**src/rtl/stream_deser_pkg.sv**
```systemverilog
// -----------------------------------------------------------------------------
// stream_deser_pkg
// Definitions shared by the beat-stream deserializer and its sub-module:
//   - state_e    : receive FSM states (COLLECT, HOLD, DRAIN)
//   - num_beats(): beats needed to carry a w-bit word in bw-bit beats
//   - ERR_*      : frame error codes, common to the serializer side
// -----------------------------------------------------------------------------
package stream_deser_pkg;

  typedef enum logic [1:0] {
    ST_COLLECT = 2'd0,  // accepting beats of the current word
    ST_HOLD    = 2'd1,  // output register full, waiting for the consumer
    ST_DRAIN   = 2'd2   // discarding the tail of an over-long frame
  } state_e;

  localparam logic ERR_NONE = 1'b0;  // frame length matched the word size
  localparam logic ERR_LEN  = 1'b1;  // frame was shorter or longer than the word

  function automatic int num_beats(int w, int bw);
    return (w + bw - 1) / bw;
  endfunction

endpackage

```
**src/rtl/stream_deser_ctr.sv**
```systemverilog
// -----------------------------------------------------------------------------
// stream_deser_ctr
// Beat position counter for the deserializer.
// Ports:
//   clk_i, rst_ni : clock, asynchronous active-low reset
//   clear_i       : return to beat 0 (wins over incr_i)
//   incr_i        : advance to the next beat
//   count_o       : index of the beat that the next accepted beat will fill
//   at_last_o     : count_o addresses the final beat of a word
// -----------------------------------------------------------------------------
module stream_deser_ctr #(
  parameter int NUM_BEATS = 4,
  parameter int CW        = $clog2(NUM_BEATS + 1)
) (
  input  logic          clk_i,
  input  logic          rst_ni,
  input  logic          clear_i,
  input  logic          incr_i,
  output logic [CW-1:0] count_o,
  output logic          at_last_o
);

  logic [CW-1:0] count_q, count_d;

  // NOTE: every always_comb output gets a default on entry so no path
  // leaves it unassigned; that is what keeps latches from being inferred.
  always_comb begin
    count_d = count_q;
    if (clear_i) begin
      count_d = '0;
    end else if (incr_i) begin
      count_d = count_q + CW'(1);
    end
  end

  // NOTE: clocked state is updated with non-blocking assignments so every
  // flop samples pre-edge values regardless of block ordering.
  always_ff @(posedge clk_i or negedge rst_ni) begin
    if (!rst_ni) begin
      count_q <= '0;
    end else begin
      count_q <= count_d;
    end
  end

  assign count_o   = count_q;
  assign at_last_o = (count_q == CW'(NUM_BEATS - 1));

endmodule

```
**src/rtl/stream_deser.sv**
```systemverilog
// -----------------------------------------------------------------------------
// stream_deser
// Receive end of the beat stream: collects BEAT_W-bit beats (LSB-first) into
// one word of type T and presents it on a registered valid/ready output.
// Frames whose length differs from NUM_BEATS are flagged with out_err_o; the
// tail of an over-long frame is discarded.
// Ports:
//   clk_i, rst_ni            : clock, asynchronous active-low reset
//   in_valid_i / in_ready_o  : beat handshake
//   in_data_i                : beat payload
//   in_last_i                : final beat of the frame
//   out_valid_o / out_ready_i: word handshake
//   out_data_o               : reassembled word
//   out_err_o                : frame length error, qualified by out_valid_o
// BEAT_W must be at least 1.
// -----------------------------------------------------------------------------
module stream_deser
  import stream_deser_pkg::*;
#(
  parameter type T      = logic [31:0],
  parameter int  BEAT_W = 8
) (
  input  logic              clk_i,
  input  logic              rst_ni,
  input  logic              in_valid_i,
  output logic              in_ready_o,
  input  logic [BEAT_W-1:0] in_data_i,
  input  logic              in_last_i,
  output logic              out_valid_o,
  input  logic              out_ready_i,
  output T                  out_data_o,
  output logic              out_err_o
);

  localparam int W         = $bits(T);
  localparam int NUM_BEATS = num_beats(W, BEAT_W);
  localparam int PW        = NUM_BEATS * BEAT_W;
  localparam int CW        = $clog2(NUM_BEATS + 1);

  state_e          state_q, state_d;
  logic            drain_q, drain_d;  // destination after HOLD: DRAIN when set
  logic [PW-1:0]   asm_q, asm_d;
  logic [PW-1:0]   asm_word;          // assembly register with this beat merged
  logic            out_valid_q, out_valid_d;
  logic            out_err_q, out_err_d;
  T                out_data_q, out_data_d;

  logic [CW-1:0]   count;
  logic            at_last;
  logic            beat_take;
  logic            word_done;
  logic            out_fire;

  stream_deser_ctr #(
    .NUM_BEATS (NUM_BEATS),
    .CW        (CW)
  ) u_ctr (
    .clk_i     (clk_i),
    .rst_ni    (rst_ni),
    .clear_i   (word_done),
    .incr_i    (beat_take && !word_done),
    .count_o   (count),
    .at_last_o (at_last)
  );

  // In HOLD the input only opens during the output handshake, and only when
  // the next stop is COLLECT, so a new word can start with no bubble.
  always_comb begin
    in_ready_o = 1'b0;
    unique case (state_q)
      ST_COLLECT: in_ready_o = 1'b1;
      ST_HOLD:    in_ready_o = out_ready_i && !drain_q;
      ST_DRAIN:   in_ready_o = 1'b1;
      default:    in_ready_o = 1'b0;
    endcase
  end

  // Beats accepted in COLLECT or in the HOLD handshake cycle are payload;
  // beats accepted in DRAIN are thrown away. The counter sits at 0 in HOLD,
  // so a beat taken there lands in slot 0.
  assign beat_take = in_valid_i && in_ready_o && (state_q != ST_DRAIN);
  assign word_done = beat_take && (in_last_i || at_last);
  assign out_fire  = out_valid_q && out_ready_i;

  // Slot 0 starts from zero, which is what zero-fills a short frame.
  always_comb begin
    asm_word = (count == '0) ? '0 : asm_q;
    for (int k = 0; k < NUM_BEATS; k++) begin
      if (count == CW'(k)) begin
        asm_word[k*BEAT_W +: BEAT_W] = in_data_i;
      end
    end
    asm_d = beat_take ? asm_word : asm_q;
  end

  always_comb begin
    state_d     = state_q;
    drain_d     = drain_q;
    out_valid_d = out_valid_q;
    out_data_d  = out_data_q;
    out_err_d   = out_err_q;

    if (out_fire) begin
      out_valid_d = 1'b0;
    end

    if (word_done) begin
      // A word ending without in_last is a long frame: its tail gets drained.
      state_d     = ST_HOLD;
      drain_d     = !in_last_i;
      out_valid_d = 1'b1;
      out_data_d  = T'(asm_word);  // bits at or above W are dropped here
      out_err_d   = (in_last_i && at_last) ? ERR_NONE : ERR_LEN;
    end else if (state_q == ST_HOLD && out_fire) begin
      state_d = drain_q ? ST_DRAIN : ST_COLLECT;
    end else if (state_q == ST_DRAIN && in_valid_i && in_last_i) begin
      state_d = ST_COLLECT;
    end
  end

  // NOTE: the assembly and output registers are plain flops, so they are
  // reset like any other state; a reset drops any partial or pending word.
  always_ff @(posedge clk_i or negedge rst_ni) begin
    if (!rst_ni) begin
      state_q     <= ST_COLLECT;
      drain_q     <= 1'b0;
      asm_q       <= '0;
      out_valid_q <= 1'b0;
      out_data_q  <= '0;
      out_err_q   <= ERR_NONE;
    end else begin
      state_q     <= state_d;
      drain_q     <= drain_d;
      asm_q       <= asm_d;
      out_valid_q <= out_valid_d;
      out_data_q  <= out_data_d;
      out_err_q   <= out_err_d;
    end
  end

  assign out_valid_o = out_valid_q;
  assign out_data_o  = out_data_q;
  assign out_err_o   = out_err_q;

endmodule

```
**config.mk**
```make
export PLATFORM = sky130hd
export DESIGN_NAME = stream_deser
export DESIGN_NICKNAME = d
export VERILOG_FILES = /design/src/rtl/stream_deser_pkg.sv /design/src/rtl/stream_deser_ctr.sv /design/src/rtl/stream_deser.sv
export SDC_FILE = /design/constraint.sdc
export NUM_CORES = 1
export LEC_CHECK = 0
export CAP_MARGIN = 20
export CORE_ASPECT_RATIO = 1.75
export CORE_UTILIZATION = 48
export DETAILED_ROUTE_END_ITERATION = 10
export PLACE_DENSITY = 0.75
export SLEW_MARGIN = 25
export SYNTH_ARGS = -nofsm -noshare
export SYNTH_HDL_FRONTEND = slang
export SYNTH_SLANG_ARGS = --single-unit
```
**constraint.sdc**
```tcl
create_clock -name clk_i -period 1.6 [get_ports clk_i]
set_input_delay 0.24 -clock clk_i [delete_from_list [all_inputs] [get_ports clk_i]]
set_output_delay 0.24 -clock clk_i [all_outputs]
set_load 0.01 [all_outputs]
```
==> results.tsv, run 1 <==
stage	metric	value	unit
run_status	status	finished, violations left	
run_status	violations	setup timing	
clocking	cts_tree	yes	
yosys	yosys_warnings	0	
critical_path	critPathKind	reg2reg	
routing	drc	0	
layout	n_antenna_cell	0	
power	power_per_cell_area	2160	nW/µm²
routing	routed_wl	8020	µm
sta	finalMaxSlewViolations	0	
sta	fin_crit_sh	1.00	
sta	worst_slack	-0.00318	ns
yosys	synth.avg_cell_area	11.2	µm²
global_route	grt_pass1_vias	2486	
sta	rsz0062_at_grt	true	
power	power.total	0.00931	W
sta	fmax	624	MHz
flow_run	cap_violations	0	
sta	fin_skew	0.00735	ns
layout	finish.utilization	0.665	
global_route	grt_max_degree	33	
routing	vias	2484	
critical_path	start_kind	register	
yosys	yosysMostFrequentCell	dfrtp_1	
yosys	ys_async_sr_fraction	1.00	
global_route	grt_antenna_before_repair	0	
routing	drt_iter0_markers	191	
yosys	synth_cell_types	38	
clocking	cts_root_buf	clkbuf_16	
layout	instances_no_fill	430	
routing	viasPerCell	5.78	
layout	synthToLayoutAreaGrowth	35.1	%
clocking	cts_made_buffers	9	
yosys	yosys-top-cells-count	72 x dfrtp_1, 35 x nor2_1, 33 x a21oi_1	
hold_path	min_path_type	in2async	
power	ir_worst_vdd	1.16	mV
placement	gp_congestion	0.795	
power	p_leak	1.88	nW
die	die_area	7000	µm²
yosys	synth_ff_type	dfrtp_1	
clocking	clock-sinks	72	
sta	slew_headroom	0.624	
placement	hpwl	5090	µm
yosys	synth_fp_nets	303	
critical_path	cp-end-kind	register	
sta	setup_viol	1	
placement	portBuffers	47	
die	fp.coreArea	6490	µm²
global_route	track_usage	0.245	
layout	final_nets	364	
die	start_util	0.492	
sta	finalCriticalPeriod	1.60	ns
routing	ant_nets	0	
routing	drt-wirelength-per-cell	18.6	µm
yosys	synth_area_leaders	dfrtp_1 56%, a22o_1 6.6%, a21oi_1 5.2%	
routing	drtPass1Iterations	4	
yosys	yosys_register_bits	72	
die	die_y	110	µm
global_route	grt_overflow	0	
clocking	h-tree-depth	3	
clocking	clk_pin_slew_worst_paths	0.05	ns
layout	drive_gt1_frac	0.241	
yosys	yosys.area.top_type	dfrtp_1	
yosys	ys_seq_area_frac	0.564	
sta	timing.hold.ws	0.440	ns
yosys	synth.cell_area	3190	µm²
layout	nFillCells	463	
sta	worstMarginPinSlew	0.564	ns
critical_path	crit_fanout	8	
die	die_x	63.7	µm
sta	setup_tns	-0.00318	ns
clocking	cts_buffer_depth	2	
global_route	grt_pass1_wl	12600	µm
sta	finalHoldViolCount	0	
placement	dpl.cell_count	412	
yosys	synth_cells	285	
critical_path	rr_worst_depth	7	
critical_path	worst_ep_arrival_time	1.81	ns
yosys	synth_edf_count	0	
critical_path	critical_path_required	1.81	ns
die	row_count	39	
die	ioPinCount	48	
yosys	synth_top_cell_area_share	0.564	
clocking	clk_latency	0.33	ns
power breakdown:
part           internal (W)  leakage (nW)  switching, W
registers           0.00266         0.889      0.000559
clock network       0.00110         0.130      0.000683
logic               0.00232         0.858       0.00198
flip-flops by register name (all words and copies together) (netlist names):
signal,flops
out_data_o,32
state_q,2
drain_q,1
out_err_o,1
u_ctr.count_o,3
asm_q,32
out_valid_o,1
per-layer routing:
metal  vias to the layer above  global-route usage  routed length (µm)
met5                         -                   0                   0
met4                         0               0.135                 235
met3                        17              0.0581                 344
met2                        76               0.395                4220
met1                      1254               0.301                3220
li1                       1137                   -                   -
repair_timing:
action | CTS | global route
pin swaps | 3 | 9
endpoints found under the hold margin | 18 | 0
endpoints found under the setup margin | 51 | 66
hold buffers | 1 | 0
cloned | 1 | 0
gates resized for setup | 13 | 24
buffers inserted | 2 | 2
worst max-delay path, cell delays in order, from the launching register on:
cell and delay (ns):
dfrtp_1 0.42, buf_4 0.15, buf_4 0.12, ha_2 0.17, and2b_1 0.16, buf_4 0.16
a22oi_1 0.19, a21oi_1 0.10
final timing paths:
check	to	start	slack (ns)
max	out_data_o[14]$_DFFE_PN0P_	u_ctr.count_o[0]$_DFFE_PN0P_	-0.003
min	asm_q[0]$_DFFE_PN0P_	rst_ni	0.44
max reg2reg	out_data_o[14]$_DFFE_PN0P_	u_ctr.count_o[0]$_DFFE_PN0P_	-0.003
min reg2reg	asm_q[16]$_DFFE_PN0P_	asm_q[16]$_DFFE_PN0P_	0.50
max in group asynchronous	out_data_o[18]$_DFFE_PN0P_	rst_ni	0.60
min in group clk_i	asm_q[16]$_DFFE_PN0P_	asm_q[16]$_DFFE_PN0P_	0.50
logic make-up after synthesis:
family / synth area share
compound gates: 0.212
fa+ha+maj: 0.0196
buf+inv: 0.0572
flops: 0.564
mux: 0.0627
simple gates: 0.0846
through the flow:
step,area [µm²],setup slack [ns]
final,4320,-0.00318
after detailed placement,3890,-0.298
after CTS,4240,0.00678
after global placement,3890,-0.233
after global routing,4320,-0.0868
after floorplan,3200,-0.0109
final cells by class:
cell class                      count  area (µm²)  area share
Inverter                            9        33.8     0.00783
Tap cell                           82         103      0.0238
Clock inverter                      1        5.00     0.00116
Sequential cell                    72        1800       0.418
Timing Repair Buffer               77         783       0.181
Multi-Input combinational cell    177        1330       0.309
Clock buffer                       12         256      0.0594
cell usage in the layout, fill, tap and decap left out, types with 2 or more instances in the layout:
master,synthesis,layout
clkbuf_8,0,2
clkdlybuf4s50_1,0,45
mux2_4,8,8
and2_4,1,2
buf_12,0,7
a21oi_2,1,5
nand2_2,0,2
buf_4,2,21
nor2_1,35,25
ha_4,0,3
a21oi_1,33,29
nand2b_1,2,2
a22o_1,24,24
o21ai_0,3,3
inv_2,0,2
a21o_1,2,2
nor2_2,0,9
mux2i_1,8,8
dfrtp_1,72,71
clkbuf_16,0,9
nand2_1,11,9
a22oi_1,16,16
inv_1,9,7
a311oi_1,8,8
nand3_1,2,2
Power figures use the tool's default switching activity.
==> inputs of run 2 (changes only) <==
Settings changed: CAP_MARGIN 20 to not set, SYNTH_HIERARCHICAL set to 1.
==> run 2 against run 1 <==
The flow still finishes with violations (setup timing). Combinational power decreased by 2%. Maximum frequency about the same. Clock power barely moved. Global-route usage shrank 0.76 points. Area after synthesis increased by 1.2%. Utilization grew 3.5 points. Via count increased by 12%. Critical path type unchanged. Critical endpoint is now out_data_o[11]$_DFFE_PN0P_. Highest routed layer unchanged.
==> results.tsv, run 2 <==
stage	metric	value	unit
layout	n_antenna_cell	0	
critical_path	crit_fanout	9	
yosys	yosys_warnings	6	
critical_path	rr_worst_depth	8	
clocking	cts_buffer_depth	2	
sta	rsz0062_at_grt	true	
power	p_switching	0.00319	W
sta	fin_crit_sh	1.00	
layout	synthToLayoutAreaGrowth	41.6	%
power	ir_worst_vdd	1.09	mV
critical_path	critical_path_required	1.85	ns
yosys	yosysMostFrequentCell	dfrtp_1	
routing	vias	2773	
clocking	clk_pin_slew_worst_paths	0.05	ns
sta	setup_tns	-0.00239	ns
global_route	grt_antenna_before_repair	0	
layout	drive_gt1_frac	0.221	
layout	final_nets	423	
critical_path	worst_ep_arrival_time	1.85	ns
placement	hpwl	5230	µm
yosys	synth.cell_area	3230	µm²
yosys	yosys-top-cells-count	72 x dfrtp_1, 39 x nor2_1, 34 x nand2_1	
die	die_x	64.0	µm
run_status	status	finished, violations left	
sta	setup_viol	1	
critical_path	r2r_start	u_ctr/count_o[0]$_DFFE_PN0P_	
yosys	synth_cell_types	34	
yosys	ys_async_sr_fraction	1.00	
power	sw_frac_of_total	0.353	
yosys	synth_ff_type	dfrtp_1	
run_status	violations	setup timing	
critical_path	timing.rr.end	out_data_o[11]$_DFFE_PN0P_	
power	power_per_cell_area	1980	nW/µm²
yosys	synth_top_cell_area_share	0.557	
yosys	synth_cells	326	
die	fp.coreArea	6540	µm²
global_route	grt_max_degree	73	
sta	fin_skew	0.00529	ns
power	p_clk_frac	0.196	
placement	dpl.cell_count	466	
power	p_leak	1.93	nW
sta	finalCriticalPeriod	1.60	ns
layout	instances_no_fill	493	
routing	drc	0	
yosys	yosys_register_bits	72	
power	power.share.combinational	0.466	
power	power_frac_seq	0.338	
yosys	ys_seq_area_frac	0.557	
yosys	synth_area_leaders	dfrtp_1 56%, mux2i_1 5.3%, nor2_1 4.5%	
die	die_y	111	µm
global_route	grt_overflow	0	
yosys	yosys.area.top_type	dfrtp_1	
flow_run	cap_violations	0	
clocking	cts_made_buffers	9	
sta	slew_headroom	0.740	
clocking	cts_root_buf	clkbuf_16	
placement	gp_congestion	0.824	
yosys	synth_edf_count	0	
critical_path	start_kind	register	
hold_path	min_path_type	in2async	
routing	drt_iter0_markers	274	
routing	drt-wirelength-per-cell	17.7	µm
critical_path	cp-end-kind	register	
routing	routed_wl	8700	µm
global_route	grt_pass1_wl	12700	µm
clocking	clk_latency	0.34	ns
critical_path	critPathKind	reg2reg	
sta	worstMarginPinSlew	0.390	ns
yosys	synth_fp_nets	341	
die	start_util	0.494	
clocking	h-tree-depth	3	
sta	finalMaxSlewViolations	0	
sta	fmax	624	MHz
die	die_area	7080	µm²
sta	worst_slack	-0.00239	ns
yosys	synth.avg_cell_area	9.91	µm²
layout	most-common-layout-cells	72 x dfrtp_1, 44 x clkdlybuf4s50_1, 34 x nand2_1	
routing	ant_nets	0	
routing	viasPerCell	5.62	
layout	nFillCells	495	
clocking	cts_tree	yes	
global_route	grt_pass1_vias	2688	
global_route	track_usage	0.237	
clocking	clock-sinks	72	
layout	finish.utilization	0.700	
critical_path	r2r_slack	-0.002	ns
layout	mostFrequentLayoutCell	dfrtp_1	
routing	drtPass1Iterations	5	
die	row_count	39	
die	ioPinCount	48	
power	internal_power	0.00585	W
placement	portBuffers	47	
sta	finalHoldViolCount	0	
run 2: changes by cell type after synthesis, sizes merged, moves of 11 or more:
| cell | change |
|---|---|
| a22oi | -16 |
| a22o | -23 |
| buf | -15 |
| nand3 | +13 |
| a31oi | +15 |
| nand2 | +23 |
| clkbuf | +11 |
| o21ai | +29 |
run 2: metal layers:
| metal | part of all wire | routed length, µm | global-route usage | up-vias |
|---|---|---|---|---|
| met2 | 0.55 | 4780 | 0.409 | 82 |
| met3 | 0.040 | 346 | 0.0465 | 21 |
| met5 | 0 | 0 | 0 | - |
| met1 | 0.39 | 3360 | 0.274 | 1376 |
| met4 | 0.024 | 213 | 0.115 | 0 |
| li1 | - | - | - | 1294 |
run 2: cells by family (layout without fill, tap and decap cells):
kind of cell,Yosys count,count (layout),share of synthesized area
xor gates and xnor gates,1,1,0.00271
muxes,26,26,0.0852
adders and majority gates,2,2,0.00774
and+or+nand+nor,101,101,0.138
AOI/OAI and AO/OA,91,91,0.165
DFF,72,72,0.557
buffers and inverters,33,118,0.0437
run 2: critical path, cell delays in order (launching register included):
cell	delay, ns
dfrtp_1	0.35
ha_2	0.21
ha_4	0.15
nor2_4	0.04
a211oi_4	0.20
buf_12	0.21
clkbuf_16	0.17
nor2_1	0.04
a31oi_1	0.14
run 2: area by class of cell:
type,count,area (µm²),share of cell area
Sequential cell,72,1800,0.394
Multi-Input combinational cell,221,1380,0.302
Timing Repair Buffer,94,996,0.218
Clock buffer,13,250,0.0547
Tap cell,82,103,0.0224
Inverter,10,37.5,0.00820
Clock inverter,1,5.00,0.00109
run 2: timing repair:
action / in CTS / in global routing
endpoints found under the setup margin: 22 / 68
hold buffers: 1 / 0
endpoints found under the hold margin: 72 / 0
gates resized for setup: 16 / 21
cloned: 1 / 6
pin swaps: 3 / 5
setup buffers: 3 / 2
run 2: worst max-delay path by stage:
stage / depth (start not counted) / startpoint / endpoint
finish: 8 / u_ctr/count_o[0]$_DFFE_PN0P_ / out_data_o[11]$_DFFE_PN0P_
global route: 6 / u_ctr/count_o[1]$_DFFE_PN0P_ / asm_q[13]$_DFFE_PN0P_
CTS: 5 / u_ctr/count_o[0]$_DFFE_PN0P_ / out_data_o[27]$_DFFE_PN0P_
detailed placement: 4 / out_ready_i / in_ready_o
global placement: 4 / out_ready_i / in_ready_o
floorplan: 7 / drain_q$_DFFE_PN0P_ / u_ctr/count_o[1]$_DFFE_PN0P_
run 2: per-stage QoR:
step | cell area (µm²) | power (W) | setup WS [ns] | hold slack, ns
after floorplan | 3250 | 0.00507 | -0.0327 | -0.0556
after global placement | 4010 | 0.00665 | -0.379 | 0.295
after detailed placement | 4010 | 0.00678 | -0.400 | 0.302
after CTS | 4380 | 0.00869 | 0.00705 | 0.453
after global routing | 4580 | 0.00955 | -0.0555 | 0.461
final | 4580 | 0.00904 | -0.00239 | 0.444
run 2: power groups by stage:
stage | clock, W | sequential, W | combinational, W
2_1_floorplan | 0 | 0.00322 | 0.00185
3_3_place_gp | 0 | 0.00302 | 0.00363
3_5_place_dp | 0 | 0.00306 | 0.00372
4_1_cts | 0.00178 | 0.00303 | 0.00387
5_1_grt | 0.00185 | 0.00315 | 0.00455
6_report | 0.00177 | 0.00305 | 0.00422
